--- config.mk ---
export PLATFORM = sky130hd
export DESIGN_NAME = spi_slave_core
export DESIGN_NICKNAME = d
export VERILOG_FILES = /design/src/rtl/spi_pkg.sv /design/src/rtl/spi_slave.sv /design/src/rtl/spi_slave_core.sv
export SDC_FILE = /design/constraint.sdc
export NUM_CORES = 1
export LEC_CHECK = 0
export CORE_UTILIZATION = 47
export DETAILED_ROUTE_END_ITERATION = 6
export GPL_TIMING_DRIVEN = 0
export PLACE_DENSITY = 0.8
export SETUP_SLACK_MARGIN = 0.5
export SLEW_MARGIN = 10
export SYNTH_ARGS = -nofsm -noshare
export SYNTH_HDL_FRONTEND = slang
export SYNTH_HIERARCHICAL = 1
export SYNTH_SLANG_ARGS = --single-unit
--- constraint.sdc ---
create_clock -name clk -period 2.19 [get_ports clk]
set_clock_uncertainty 0.15 [all_clocks]
set_input_delay 0.438 -clock clk [delete_from_list [all_inputs] [get_ports clk]]
set_output_delay 0.438 -clock clk [all_outputs]
set_load 0.005 [all_outputs]
--- src/rtl/spi_pkg.sv ---
// Shared constants and types for the SPI responder core.
package spi_pkg;

  // Register word addresses (addr[1:0])
  localparam logic [1:0] ADDR_RX   = 2'd0;
  localparam logic [1:0] ADDR_STAT = 2'd1;
  localparam logic [1:0] ADDR_TX   = 2'd2;
  localparam logic [1:0] ADDR_CTRL = 2'd3;

  // Status register bit positions
  localparam int unsigned STAT_RX_VALID    = 0;
  localparam int unsigned STAT_TX_EMPTY    = 1;
  localparam int unsigned STAT_RX_OVERRUN  = 2;
  localparam int unsigned STAT_TX_UNDERRUN = 3;
  localparam int unsigned STAT_SS_ACTIVE   = 4;

  // Byte engine states
  typedef enum logic [1:0] {IDLE, LOAD, SHIFT} spi_state_e;

endpackage

--- src/rtl/spi_slave.sv ---
// SPI byte engine: pin synchronizers, SCLK/SS edge detection, shift registers
// and bit counter. Works in all four CPOL/CPHA modes, MSB first.
module spi_slave
  import spi_pkg::*;
#(
  parameter int unsigned SYNC = 2
) (
  input  logic       clk,
  input  logic       reset_n,
  input  logic       spi_sclk,
  input  logic       spi_ss_n,
  input  logic       spi_mosi,
  input  logic       cpol,
  input  logic       cpha,
  input  logic [7:0] tx_byte,
  input  logic       tx_avail,
  output logic       tx_req,
  output logic       rx_done,
  output logic [7:0] rx_byte,
  output logic       spi_miso,
  output logic       spi_miso_en
);

  logic [SYNC-1:0] sclk_sync, ss_sync, mosi_sync;
  logic            sclk_prev, ss_prev;
  logic            sclk_rise_q, sclk_fall_q, ss_fall_q, ss_rise_q, mosi_q;

  spi_state_e      state_q;
  logic            cpol_q, cpha_q;
  logic [2:0]      bit_cnt_q;
  logic [7:0]      shift_tx_q, shift_rx_q;

  logic            lead_ev, trail_ev, sample_ev, shift_ev;
  logic [7:0]      load_val;

  // Synchronize pins and register edge pulses; MOSI is delayed to line up with them
  always_ff @(posedge clk or negedge reset_n) begin
    if (!reset_n) begin
      sclk_sync   <= '0;
      ss_sync     <= '1;
      mosi_sync   <= '0;
      sclk_prev   <= 1'b0;
      ss_prev     <= 1'b1;
      sclk_rise_q <= 1'b0;
      sclk_fall_q <= 1'b0;
      ss_fall_q   <= 1'b0;
      ss_rise_q   <= 1'b0;
      mosi_q      <= 1'b0;
    end else begin
      sclk_sync   <= {sclk_sync[SYNC-2:0], spi_sclk};
      ss_sync     <= {ss_sync[SYNC-2:0], spi_ss_n};
      mosi_sync   <= {mosi_sync[SYNC-2:0], spi_mosi};
      sclk_prev   <= sclk_sync[SYNC-1];
      ss_prev     <= ss_sync[SYNC-1];
      sclk_rise_q <= sclk_sync[SYNC-1] & ~sclk_prev;
      sclk_fall_q <= ~sclk_sync[SYNC-1] & sclk_prev;
      ss_fall_q   <= ~ss_sync[SYNC-1] & ss_prev;
      ss_rise_q   <= ss_sync[SYNC-1] & ~ss_prev;
      mosi_q      <= mosi_sync[SYNC-1];
    end
  end

  // Map raw SCLK edges to leading/trailing and sample/shift using the latched mode
  always_comb begin
    lead_ev   = cpol_q ? sclk_fall_q : sclk_rise_q;
    trail_ev  = cpol_q ? sclk_rise_q : sclk_fall_q;
    sample_ev = cpha_q ? trail_ev : lead_ev;
    shift_ev  = cpha_q ? lead_ev : trail_ev;
    load_val  = tx_avail ? tx_byte : 8'hFF;
    rx_byte   = {shift_rx_q[6:0], mosi_q};
    // In LOAD, the edge that would otherwise shift is the one that loads
    tx_req    = 1'b0;
    rx_done   = 1'b0;
    unique case (state_q)
      IDLE:    tx_req = ss_fall_q & ~cpha;
      LOAD:    tx_req = ~ss_rise_q & shift_ev;
      SHIFT:   rx_done = ~ss_rise_q & sample_ev & (bit_cnt_q == 3'd7);
      default: ;
    endcase
  end

  // Byte engine FSM
  always_ff @(posedge clk or negedge reset_n) begin
    if (!reset_n) begin
      state_q    <= IDLE;
      cpol_q     <= 1'b0;
      cpha_q     <= 1'b0;
      bit_cnt_q  <= 3'd0;
      shift_tx_q <= 8'hFF;
      shift_rx_q <= 8'h00;
    end else begin
      unique case (state_q)
        IDLE: begin
          if (ss_fall_q) begin
            cpol_q    <= cpol;
            cpha_q    <= cpha;
            bit_cnt_q <= 3'd0;
            if (cpha) begin
              state_q <= LOAD;
            end else begin
              shift_tx_q <= load_val;
              state_q    <= SHIFT;
            end
          end
        end
        LOAD: begin
          if (ss_rise_q) begin
            state_q   <= IDLE;
            bit_cnt_q <= 3'd0;
          end else if (shift_ev) begin
            shift_tx_q <= load_val;
            state_q    <= SHIFT;
          end
        end
        SHIFT: begin
          if (ss_rise_q) begin
            state_q   <= IDLE;
            bit_cnt_q <= 3'd0;
          end else begin
            if (sample_ev) begin
              shift_rx_q <= {shift_rx_q[6:0], mosi_q};
              bit_cnt_q  <= bit_cnt_q + 3'd1;
              if (bit_cnt_q == 3'd7) state_q <= LOAD;
            end
            if (shift_ev) shift_tx_q <= {shift_tx_q[6:0], 1'b1};
          end
        end
        default: state_q <= IDLE;
      endcase
    end
  end

  assign spi_miso_en = (state_q != IDLE);
  assign spi_miso    = (state_q == IDLE) ? 1'b1 : shift_tx_q[7];

endmodule

--- src/rtl/spi_slave_core.sv ---
// Memory-mapped SPI responder: bus decode, RX/TX holding registers, status
// flags and mode register around the spi_slave byte engine.
module spi_slave_core
  import spi_pkg::*;
#(
  parameter int unsigned SYNC = 2
) (
  input  logic        clk,
  input  logic        reset_n,
  input  logic        cs,
  input  logic        read,
  input  logic        write,
  input  logic [4:0]  addr,
  input  logic [31:0] wr_data,
  output logic [31:0] rd_data,
  input  logic        spi_sclk,
  input  logic        spi_ss_n,
  input  logic        spi_mosi,
  output logic        spi_miso,
  output logic        spi_miso_en
);

  logic [7:0] rx_data_q, tx_data_q;
  logic       rx_valid_q, rx_overrun_q, tx_empty_q, tx_underrun_q;
  logic       cpol_q, cpha_q;
  logic       tx_req, rx_done;
  logic [7:0] rx_byte;
  logic       rx_rd, stat_wr, tx_wr, ctrl_wr;
  logic       unused_bits;

  assign unused_bits = ^{addr[4:2], wr_data[31:8], wr_data[7:4]};

  assign rx_rd   = cs & read  & (addr[1:0] == ADDR_RX);
  assign stat_wr = cs & write & (addr[1:0] == ADDR_STAT);
  assign tx_wr   = cs & write & (addr[1:0] == ADDR_TX);
  assign ctrl_wr = cs & write & (addr[1:0] == ADDR_CTRL);

  spi_slave #(
    .SYNC(SYNC)
  ) u_spi_slave (
    .clk        (clk),
    .reset_n    (reset_n),
    .spi_sclk   (spi_sclk),
    .spi_ss_n   (spi_ss_n),
    .spi_mosi   (spi_mosi),
    .cpol       (cpol_q),
    .cpha       (cpha_q),
    .tx_byte    (tx_data_q),
    .tx_avail   (~tx_empty_q),
    .tx_req     (tx_req),
    .rx_done    (rx_done),
    .rx_byte    (rx_byte),
    .spi_miso   (spi_miso),
    .spi_miso_en(spi_miso_en)
  );

  // Holding registers and flags; engine set events take priority over CPU clears
  always_ff @(posedge clk or negedge reset_n) begin
    if (!reset_n) begin
      rx_data_q     <= 8'h00;
      rx_valid_q    <= 1'b0;
      rx_overrun_q  <= 1'b0;
      tx_data_q     <= 8'h00;
      tx_empty_q    <= 1'b1;
      tx_underrun_q <= 1'b0;
      cpol_q        <= 1'b0;
      cpha_q        <= 1'b0;
    end else begin
      if (rx_done) begin
        rx_data_q  <= rx_byte;
        rx_valid_q <= 1'b1;
      end else if (rx_rd) begin
        rx_valid_q <= 1'b0;
      end

      // A byte landing during the read of the old one is not an overrun
      if (rx_done && rx_valid_q && !rx_rd) rx_overrun_q <= 1'b1;
      else if (stat_wr && wr_data[2])      rx_overrun_q <= 1'b0;

      // A CPU write always leaves the holding register full, even against a LOAD
      if (tx_wr) begin
        tx_data_q  <= wr_data[7:0];
        tx_empty_q <= 1'b0;
      end else if (tx_req) begin
        tx_empty_q <= 1'b1;
      end

      if (tx_req && tx_empty_q)       tx_underrun_q <= 1'b1;
      else if (stat_wr && wr_data[3]) tx_underrun_q <= 1'b0;

      if (ctrl_wr) begin
        cpol_q <= wr_data[0];
        cpha_q <= wr_data[1];
      end
    end
  end

  // Read mux; unlisted fields read as zero
  always_comb begin
    rd_data = '0;
    case (addr[1:0])
      ADDR_RX: rd_data[7:0] = rx_data_q;
      ADDR_STAT: begin
        rd_data[STAT_RX_VALID]    = rx_valid_q;
        rd_data[STAT_TX_EMPTY]    = tx_empty_q;
        rd_data[STAT_RX_OVERRUN]  = rx_overrun_q;
        rd_data[STAT_TX_UNDERRUN] = tx_underrun_q;
        rd_data[STAT_SS_ACTIVE]   = spi_miso_en;
      end
      ADDR_CTRL: rd_data[1:0] = {cpha_q, cpol_q};
      default: ;
    endcase
  end

endmodule
==> out/results.md <==
Run status
• finished, final reports clean — run status

Detailed routing
• 0 — number of DRC violations after detailed routing
• 0 — Antenna Nets Post-Route
• 4.84 — Avg Vias per Cell
• 1838 — number of vias after detailed routing
• 6 — DR pass1 iterations
• 13.9 um — average routed wire per standard cell
• 5.29 mm — routed wire length
• 123 — DR iter-0 viols

GRT
• 0.190 — total global-route track usage
• 0 — antenna violations before repair
• 0 — grt total ovfl
• 8.56 mm — global-route wire length before repair
• 1724 — via count of the first global-routing pass
• 37 — largest net degree at the start of global routing

Cells and area
• 0 — number of diodes
• 350 — Net count, final
• 407 — filler cell count in the final layout
• 0.673 — post-layout utilization of the core
• 38.3% — growth of design area from synthesis to finish
• 0.500 — share of final-layout standard cells stronger than drive strength 1
• 380 — final std cells w/o fill

Timing
• 0.883 — fraction of the cycle the final worst path needs
• 0 — Final Max Tran Viols
• 517 MHz — achievable frequency
• true — setup repair after global routing missed its margin
• 0 — setup violators final
• 0 — final count of hold timing violations
• 0.203 ns — final hold slack
• 1.93 ns — final worst path period need

Synth
• 6 — Warnings, synthesis
• 215 — count of mapped cells out of synthesis
• 39 — count of distinct cell types in the synthesized netlist
• 12.5 sq um — mean cell area of the mapped netlist
• 0.420 — fraction of post-synthesis cell area in the top cell type by area
• 1.00 — async set-reset flop share out of synthesis
• 57 — synthesized flop and latch total
• sky130_fd_sc_hd__dfrtp_1 — Post-synth top flop
• 0 — number of enable-type register cells in the synthesized netlist
• 0.538 — sequential cell area fraction in the yosys report
• 0.00268 sq mm — cell area after synthesis
• sky130_fd_sc_hd__dfrtp_1 (42%), sky130_fd_sc_hd__mux2_2 (14%), sky130_fd_sc_hd__dfstp_2 (12%), sky130_fd_sc_hd__buf_4 (7.6%), sky130_fd_sc_hd__mux2i_1 (2.6%) — top area cells in the synthesized netlist
• sky130_fd_sc_hd__dfrtp_1 — biggest area consumer among synthesized cells

CTS
• 3 — # H-tree levels
• 0.06 ns — clock-pin slew on the worst setup and hold paths
• yes — TritonCTS clock tree
• 9 — cts bufs inserted
• 0.33 ns — source-to-sink clock delay at the later pin of the worst-skew pair
• sky130_fd_sc_hd__clkbuf_8 — root cell of the clock tree
• 57 — number of sinks handled by clock tree synthesis
• 2 — clock tree buffer depth

Setup path
• u_spi_slave/state_q[0] — launch instance of the worst register-to-register path
• 6 — Worst Path Max Fanout
• 6 — count of cells along the worst register-to-register path
• 2.24 ns — worst endpoint required time
• flip-flop — Setup crit end kind
• rx_data_q[4] — FF-to-FF End
• flip-flop — startpoint type of the worst setup path
• reg2reg — start-to-end type of the worst setup path
• 0.26 ns — Reg2Reg Setup Slack
• 1.99 ns — CP Data Arrival Time

Place
• 27 — count of port buffers added during placement
• 0.812 — global placement routability congestion
• 338 — placed instance count
• 3.22 mm — final HPWL from detailed placement

Power
• 0.369 — Logic pwr share
• 0.000597 V — maximum ir drop on the vdd rail
• 0.00259 W — Cell Int Power
• 1000 mW/mm^2 — power per unit of standard cell area
• 0.408 — portion of total power attributed to sequential cells
• 0.00111 W — Switching Power
• 0.223 — share of total power in the clock network
• 1.78 nW — static leakage
• 0.300 — Net Sw Frac

Job
• 0 — count of max-cap constraint violations

Die
• 77.5 um — Vert. Die Dim
• 0.486 — Initial Utilization
• 77.5 um — x dimension of the die
• 27 — Site Rows
• 79 — num ports
• 0.00601 sq mm — total die area
• 0.00551 sq mm — core area

Min path
• 0 — number of cells traversed by the worst hold path
• u_spi_slave/mosi_sync[1] — critical hold path startpoint
• reg2reg — type of the most critical hold path
• u_spi_slave/mosi_q — hold endpoint

==> per-layer routing <==
metal | track usage | vias to the layer above | share of wire
li1 | - | 867 | -
met1 | 0.251 | 895 | 0.44
met2 | 0.292 | 64 | 0.49
met3 | 0.0518 | 12 | 0.043
met4 | 0.0868 | 0 | 0.020
met5 | 0 | - | 0
==> cell usage after synthesis, types with 2 or more instances <==
| library cell | count |
|---|---|
| sky130_fd_sc_hd__a22o_1 | 4 |
| sky130_fd_sc_hd__a31oi_1 | 9 |
| sky130_fd_sc_hd__and2_1 | 3 |
| sky130_fd_sc_hd__buf_4 | 27 |
| sky130_fd_sc_hd__dfrtp_1 | 45 |
| sky130_fd_sc_hd__dfstp_2 | 12 |
| sky130_fd_sc_hd__ha_1 | 2 |
| sky130_fd_sc_hd__inv_1 | 12 |
| sky130_fd_sc_hd__mux2_1 | 2 |
| sky130_fd_sc_hd__mux2_2 | 34 |
| sky130_fd_sc_hd__mux2i_1 | 7 |
| sky130_fd_sc_hd__nand2_1 | 4 |
| sky130_fd_sc_hd__nand3_1 | 3 |
| sky130_fd_sc_hd__nand3b_1 | 2 |
| sky130_fd_sc_hd__nor2_1 | 15 |
| sky130_fd_sc_hd__nor2b_1 | 6 |
| sky130_fd_sc_hd__nor4bb_1 | 2 |
| sky130_fd_sc_hd__o21ai_0 | 4 |
| sky130_fd_sc_hd__or2_2 | 2 |
==> placed cells by master (no fill, tap or decap), types with 4 or more instances in the layout <==
| master | n |
|---|---|
| sky130_fd_sc_hd__dfrtp_1 | 41 |
| sky130_fd_sc_hd__conb_1 | 24 |
| sky130_fd_sc_hd__inv_1 | 11 |
| sky130_fd_sc_hd__clkbuf_8 | 10 |
| sky130_fd_sc_hd__clkbuf_1 | 5 |
| sky130_fd_sc_hd__mux2i_1 | 5 |
| sky130_fd_sc_hd__buf_6 | 15 |
| sky130_fd_sc_hd__a31oi_1 | 9 |
| sky130_fd_sc_hd__nor2_1 | 13 |
| sky130_fd_sc_hd__clkdlybuf4s50_1 | 14 |
| sky130_fd_sc_hd__a22o_1 | 4 |
| sky130_fd_sc_hd__buf_4 | 40 |
| sky130_fd_sc_hd__buf_2 | 9 |
| sky130_fd_sc_hd__dfrtp_2 | 4 |
| sky130_fd_sc_hd__nor2b_1 | 5 |
| sky130_fd_sc_hd__mux2_4 | 14 |
| sky130_fd_sc_hd__dfstp_2 | 12 |
| sky130_fd_sc_hd__mux2_2 | 22 |
==> power by group through the flow <==
stage                     Combinational (W)  Clock, W  Sequential [W]
after floorplan                    0.000686         0         0.00147
after global placement             0.000880         0         0.00151
after detailed placement           0.000909         0         0.00153
after CTS                           0.00123  0.000843         0.00150
after global routing                0.00147  0.000895         0.00154
final                               0.00137  0.000826         0.00151
==> critical path: stages, from the launching register on <==
cell	delay, ns
sky130_fd_sc_hd__dfrtp_2	0.41
sky130_fd_sc_hd__buf_6	0.14
sky130_fd_sc_hd__nor4bb_4	0.34
sky130_fd_sc_hd__mux2i_4	0.13
sky130_fd_sc_hd__nor2_4	0.17
sky130_fd_sc_hd__buf_6	0.16
sky130_fd_sc_hd__mux2_4	0.31
==> state kept, by name, summed over array words and instances (netlist names), 2 cells and up <==
signal and count:
tx_data_q 8, u_spi_slave/mosi_sync 2, u_spi_slave/shift_tx_q 8, u_spi_slave/bit_cnt_q 3, u_spi_slave/shift_rx_q 7, u_spi_slave/ss_sync 2
rx_data_q 8, u_spi_slave/state_q 2, u_spi_slave/sclk_sync 2
==> timing repair <==
item,in CTS,in global routing
setup buffers,19,4
hold endpoints to repair,13,0
pin swaps,13,9
hold buffers,1,0
gates cloned,2,0
gates resized for setup,87,23
setup endpoints to repair,42,39
==> stage by stage <==
stage / cell area, sq um / power, W / setup TNS, ns / setup slack, ns
3_3_place_gp: 3170 / 0.00239 / -59.09 / -1.13
4_1_cts: 3610 / 0.00357 / 0 / 0.306
2_1_floorplan: 2810 / 0.00216 / 0 / 0.334
3_5_place_dp: 3180 / 0.00244 / -2.01 / -0.320
6_report: 3700 / 0.00371 / 0 / 0.256
5_1_grt: 3700 / 0.00390 / 0 / 0.191
==> layout make-up <==
| cell class | instances | area [sq um] | share of cell area |
|---|---|---|---|
| flip-flops and latches | 57 | 1450 | 0.390 |
| well taps | 72 | 90.1 | 0.0243 |
| clock inverters | 1 | 5.00 | 0.00135 |
| clock buffers | 15 | 156 | 0.0422 |
| inverters | 12 | 45.0 | 0.0122 |
| multi-input cells | 138 | 1220 | 0.329 |
| plain buffers | 31 | 238 | 0.0642 |
| repair buffers | 54 | 505 | 0.136 |
==> worst max path at each step <==
stage,depth (start not counted),startpoint,to,slack [ns]
after floorplan,5,u_spi_slave/cpha_q,rx_data_q[0],0.33
after global placement,1,reset_n,u_spi_slave/bit_cnt_q[2],-1.13
after detailed placement,5,addr[0],rd_data[1],-0.32
after CTS,6,u_spi_slave/state_q[0],rx_data_q[7],0.31
after global routing,6,u_spi_slave/state_q[0],rx_data_q[1],0.19
final,6,u_spi_slave/state_q[0],rx_data_q[4],0.26
==> cells by family after synthesis <==
logic type | share of synthesized area
compound gates | 0.0631
flops | 0.538
other cells | 0.00140
buf+inv | 0.101
simple gates | 0.0981
xor+xnor | 0.00607
mux | 0.183
fa+ha+maj | 0.00934
No activity file was read; power rests on OpenSTA's default activity.
